File: src/rtl/uart_rx_os.sv
// Oversampling UART receiver: 2-flop sync, 3-sample majority vote, framing check.
// Optional parity bit when UART_RX_PARITY_EN is defined.
module uart_rx_os #(
   parameter int DATA_BITS  = 8,
   parameter int OVERSAMPLE = 16,
   parameter int STOP_BITS  = 1,
   parameter int PARITY_ODD = 0
) (
   input  logic                 clk,
   input  logic                 rst_n,
   input  logic                 clk_en,
   input  logic                 rx,
   output logic [DATA_BITS-1:0] data,
   output logic                 data_valid,
   output logic                 frame_err,
   output logic                 parity_err,
   output logic                 busy
);

   localparam int CW = $clog2(OVERSAMPLE);
   localparam int H  = OVERSAMPLE / 2;
   localparam logic [CW-1:0] C_LAST = CW'(OVERSAMPLE - 1);
   localparam logic [CW-1:0] C_S0   = CW'(H - 1);
   localparam logic [CW-1:0] C_S1   = CW'(H);
   localparam logic [CW-1:0] C_DEC  = CW'(H + 1);

   typedef enum logic [2:0] {IDLE, START, DATA, PARITY, STOP} state_t;

   state_t               state, nstate;
   logic                 sync1, rx_s;
   logic [CW-1:0]        cnt;
   logic [3:0]           bit_idx;
   logic                 v0, v1, ferr_i;
   logic [DATA_BITS-1:0] shreg;
   logic                 vote, dec, wrap, last_data, last_stop;

   always_ff @(posedge clk or negedge rst_n)
      if (!rst_n) {rx_s, sync1} <= 2'b11;
      else        {rx_s, sync1} <= {sync1, rx};

   assign vote      = (v0 & v1) | (v0 & rx_s) | (v1 & rx_s);
   assign dec       = (cnt == C_DEC);
   assign wrap      = (cnt == C_LAST);
   assign last_data = (bit_idx == 4'(DATA_BITS - 1));
   assign last_stop = (bit_idx == 4'(STOP_BITS - 1));
   assign busy      = (state != IDLE);

   always_ff @(posedge clk or negedge rst_n)
      if (!rst_n) state <= IDLE;
      else        state <= nstate;

   always_comb begin
      nstate = state;
      if (clk_en) begin
         unique case (state)
            IDLE:   if (!rx_s) nstate = START;
            START:  if (dec && vote) nstate = IDLE;
                    else if (wrap) nstate = DATA;
            DATA:   if (wrap && last_data)
`ifdef UART_RX_PARITY_EN
                       nstate = PARITY;
`else
                       nstate = STOP;
`endif
            PARITY: if (wrap) nstate = STOP;
            STOP:   if (dec && last_stop) nstate = IDLE;
            default: nstate = IDLE;
         endcase
      end
   end

   // The detecting strobe counts as cnt 0, so START begins counting at 1.
   always_ff @(posedge clk or negedge rst_n) begin
      if (!rst_n) begin
         cnt        <= '0;
         bit_idx    <= '0;
         v0         <= 1'b1;
         v1         <= 1'b1;
         ferr_i     <= 1'b0;
         shreg      <= '0;
         data       <= '0;
         data_valid <= 1'b0;
         frame_err  <= 1'b0;
      end else begin
         data_valid <= 1'b0;
         if (clk_en) begin
            if (cnt == C_S0) v0 <= rx_s;
            if (cnt == C_S1) v1 <= rx_s;
            if (nstate == IDLE)     cnt <= '0;
            else if (state == IDLE) cnt <= CW'(1);
            else if (wrap)          cnt <= '0;
            else                    cnt <= cnt + CW'(1);
            unique case (state)
               START: begin
                  ferr_i  <= 1'b0;
                  bit_idx <= '0;
               end
               DATA: begin
                  if (dec) shreg <= {vote, shreg[DATA_BITS-1:1]};
                  if (wrap) bit_idx <= last_data ? 4'd0 : bit_idx + 4'd1;
               end
               STOP: begin
                  if (dec && !vote) ferr_i <= 1'b1;
                  if (dec && last_stop) begin
                     data       <= shreg;
                     frame_err  <= ferr_i | ~vote;
                     data_valid <= 1'b1;
                  end
                  if (wrap) bit_idx <= bit_idx + 4'd1;
               end
               default: ;
            endcase
         end
      end
   end

`ifdef UART_RX_PARITY_EN
   logic perr_i;

   always_ff @(posedge clk or negedge rst_n)
      if (!rst_n) begin
         perr_i     <= 1'b0;
         parity_err <= 1'b0;
      end else if (clk_en && dec) begin
         if (state == PARITY)
            perr_i <= vote ^ (^shreg) ^ 1'(PARITY_ODD);
         if (state == STOP && last_stop)
            parity_err <= perr_i;
      end
`else
   logic unused_par;
   assign unused_par = 1'(PARITY_ODD);
   assign parity_err = 1'b0;
`endif

endmodule

File: config.mk
export PLATFORM = sky130hd
export DESIGN_NAME = uart_rx_os
export DESIGN_NICKNAME = d
export VERILOG_FILES = /design/src/rtl/uart_rx_os.sv
export SDC_FILE = /design/constraint.sdc
export NUM_CORES = 1
export LEC_CHECK = 0
export BUFFER_PORTS_ARGS = -buffer_cell sky130_fd_sc_hd__buf_4
export CAP_MARGIN = 20
export CORE_MARGIN = 3
export CORE_UTILIZATION = 62
export CTS_CLUSTER_SIZE = 12
export DETAILED_ROUTE_END_ITERATION = 10
export PLACE_DENSITY = 0.87
export REMOVE_ABC_BUFFERS = 1
export SLEW_MARGIN = 10
export SYNTH_ARGS = -nofsm -noshare
export SYNTH_HDL_FRONTEND = slang
export SYNTH_SLANG_ARGS = --single-unit
File: constraint.sdc
create_clock -name clk -period 5.3 [get_ports clk]
set_input_delay 0.265 -clock clk [delete_from_list [all_inputs] [get_ports clk]]
set_output_delay 0.265 -clock clk [all_outputs]
set_load 0.02 [all_outputs]
==> qor.txt <==
worst slew pin tran = 0.606 ns
Synthesis Warnings = 0
CP cell instances = inv_1 -> ha_1 -> or3b_4 -> or4_4 -> mux2_4
Hold Vio Cnt, Final = 0
Synth async-reset ratio = 100%
total number of vias = 1234
initial drt markers = 94
vias in the first global route = 1203
kind of critical path = reg -> reg
global-route wire length before repair = 5.53 mm
Post-Syn Instances = 160
Root Buffer = clkbuf_4
CTS tree = built
Max stage delay on crit path = 0.61 ns
Port-buffer cells = 14
Commonest cells post-synth = dfrtp_1, nand2_1, mux2_2, o21ai_0
DRC viols = 0
Worst-path clk slew = 0.10 ns
Hold Crit Class = in -> reg
Max-cap violations = 0
H-tree depth = 2
R2R setup slack = 3.23 ns
FMAX = 0.483 GHz
Top delay family on crit path = simple AND/OR/NAND/NOR gates
largest net degree at the start of global routing = 35
Mean Syn Cell Area = 10.8 um2
Longest Clk Path Bufs = 2
Slew Limit Fails = 0
Power Density = 390 nW/um2
TritonRoute pass-1 iters = 6
Worst-Skew Late Latency = 0.33 ns
top_reg_cell synth = dfrtp_1
share of the synthesized area in the top cell type = 43.4%
Layout area overhead = 10.1%
Seq cells post-synth = 34
crit-path max FO = 11
CTS Buf Count = 5
total gr overflow = 0
diode count = 0
Post-synth EDFFs = 0
Resized Gates After CTS = 0
Slew HR = 59.2%
crit path DAT = 2.30 ns
crit end category = flip-flop
fin crit period = 2.07 ns
WL final = 3.18 mm
layout cells sized above 1 = 26.7%
count leader, synth = dfrtp_1
Core Footprint = 2570 um2
CP bufs+invs = 1
top cells by area, synth = dfrtp_1, mux2_2, dfstp_2
Final Core Density = 74.2%
initial antenna violation count = 0
CP startpoint kind = flip-flop
GPL Wtd Cong = 0.884
CP Data Required Time = 5.53 ns
setup tns final = 0 ns
Final ANT Viol Nets = 0
CTS Sinks = 34
CTS Hold Bufs = 1
post-synthesis sequential area ratio = 49.5%
Synth area leader = dfrtp_1
vias per cell = 6.11
synthesized cell area = 1730 um2
IO Count = 16
RSZ-0062 raised after global routing = no
Peak VDD IR = 303 uV
Netlist cell types = 43
chip height = 58.8 um
Slowest-stage cell, CP = or4_4
all-layer global routing usage = 21.7%
post-DR wirelength/cell = 15.7 um
die width = 58.8 um
Final setup violation count = 0
die footprint = 3460 um2
Post-CTS Repair Setup Buffers = 0
leak pwr = 0.905 nW
final net count = 180
Cell Rows = 18
Initial Util = 67.4%
Post-Route Skew = 0.00384 ns
fin crit share = 39.1%
Post-DP HPWL = 2.14 mm
run status = finished clean
-- final timing paths --
path,cells past startpoint,end,from
min in group asynchronous,2,data_valid,rst_n
max in group asynchronous,2,sync1,rst_n
max,5,data[3],bit_idx[0]
min,1,sync1,rx
max reg2reg,5,data[3],bit_idx[0]
min reg2reg,0,rx_s,sync1
-- worst register-to-register path, cell delays in order (launching register included) --
cell     delay (ns)
dfrtp_1        0.43
inv_1          0.07
ha_1           0.13
or3b_4         0.39
or4_4          0.61
mux2_4         0.34
-- cell usage in the layout (no fill, tap or decap), types with 2 or more instances in the layout --
cell and instances:
ha_1 5, or3_1 2, o22ai_1 5, and2_1 2
a21oi_1 4, inv_1 8, dfstp_2 4, clkbuf_1 2
o21ai_0 10, nor2_1 6, clkbuf_4 5, nand2_1 16
nand4b_1 2, a31oi_1 2, nor3_1 2, mux2_4 7
nand3_1 4, mux2_2 11, buf_4 14, nand2b_1 4
dfrtp_1 30, nor2b_1 5
-- logic make-up (layout without fill, tap and decap cells) --
logic type / count (synthesis) / count (layout) / synth area share, %
DFF: 34 / 34 / 49.5
other: 1 / 1 / 0.217
muxes: 18 / 18 / 13.2
xor gates and xnor gates: 1 / 1 / 0.506
adders and majority gates: 6 / 6 / 4.19
and+or+nand+nor: 50 / 50 / 15.8
buffers and inverters: 19 / 31 / 4.84
AOI/OAI and AO/OA: 31 / 31 / 11.7
-- metrics by stage --
| stage | area (um2) | total power [mW] | setup slack [ns] | hold WS, ns | instances |
|---|---|---|---|---|---|
| global placement | 1820 | 0.541 | 3.28 | 0.225 | 193 |
| detailed placement | 1820 | 0.558 | 3.23 | 0.230 | 193 |
| global route | 1900 | 0.791 | 3.00 | 0.0105 | 202 |
| floorplan | 1680 | 0.497 | 3.33 | -0.0306 | 149 |
| CTS | 1900 | 0.744 | 3.23 | 0.0180 | 202 |
| finish | 1900 | 0.742 | 3.23 | 0.0297 | 202 |
-- metal layers --
metal | share of wire, % | up-vias | GRT usage [%]
li1 | - | 588 | -
met1 | 44 | 588 | 28.8
met2 | 48 | 51 | 33.6
met3 | 6.4 | 7 | 3.95
met4 | 1.9 | 0 | 12.0
met5 | 0 | - | 0
-- cell type report --
type                            count  area [um2]
Fill cell                         186         663
Multi-Input combinational cell    107         791
Clock inverter                      1        30.0
Timing Repair Buffer               15         115
Inverter                            8        30.0
Tap cell                           30        37.5
Sequential cell                    34         856
Clock buffer                        7        45.0
-- state kept, by name, summed over array words and instances (netlist names) --
register	flops
bit_idx	4
cnt	4
data	8
data_valid	1
ferr_i	1
frame_err	1
rx_s	1
shreg	8
state	3
sync1	1
v0	1
v1	1
-- power breakdown --
group          internal [mW]  switching (mW)
registers              0.297          0.0576
logic                 0.0924           0.112
clock network          0.100          0.0830
Power figures use the tool's default switching activity.
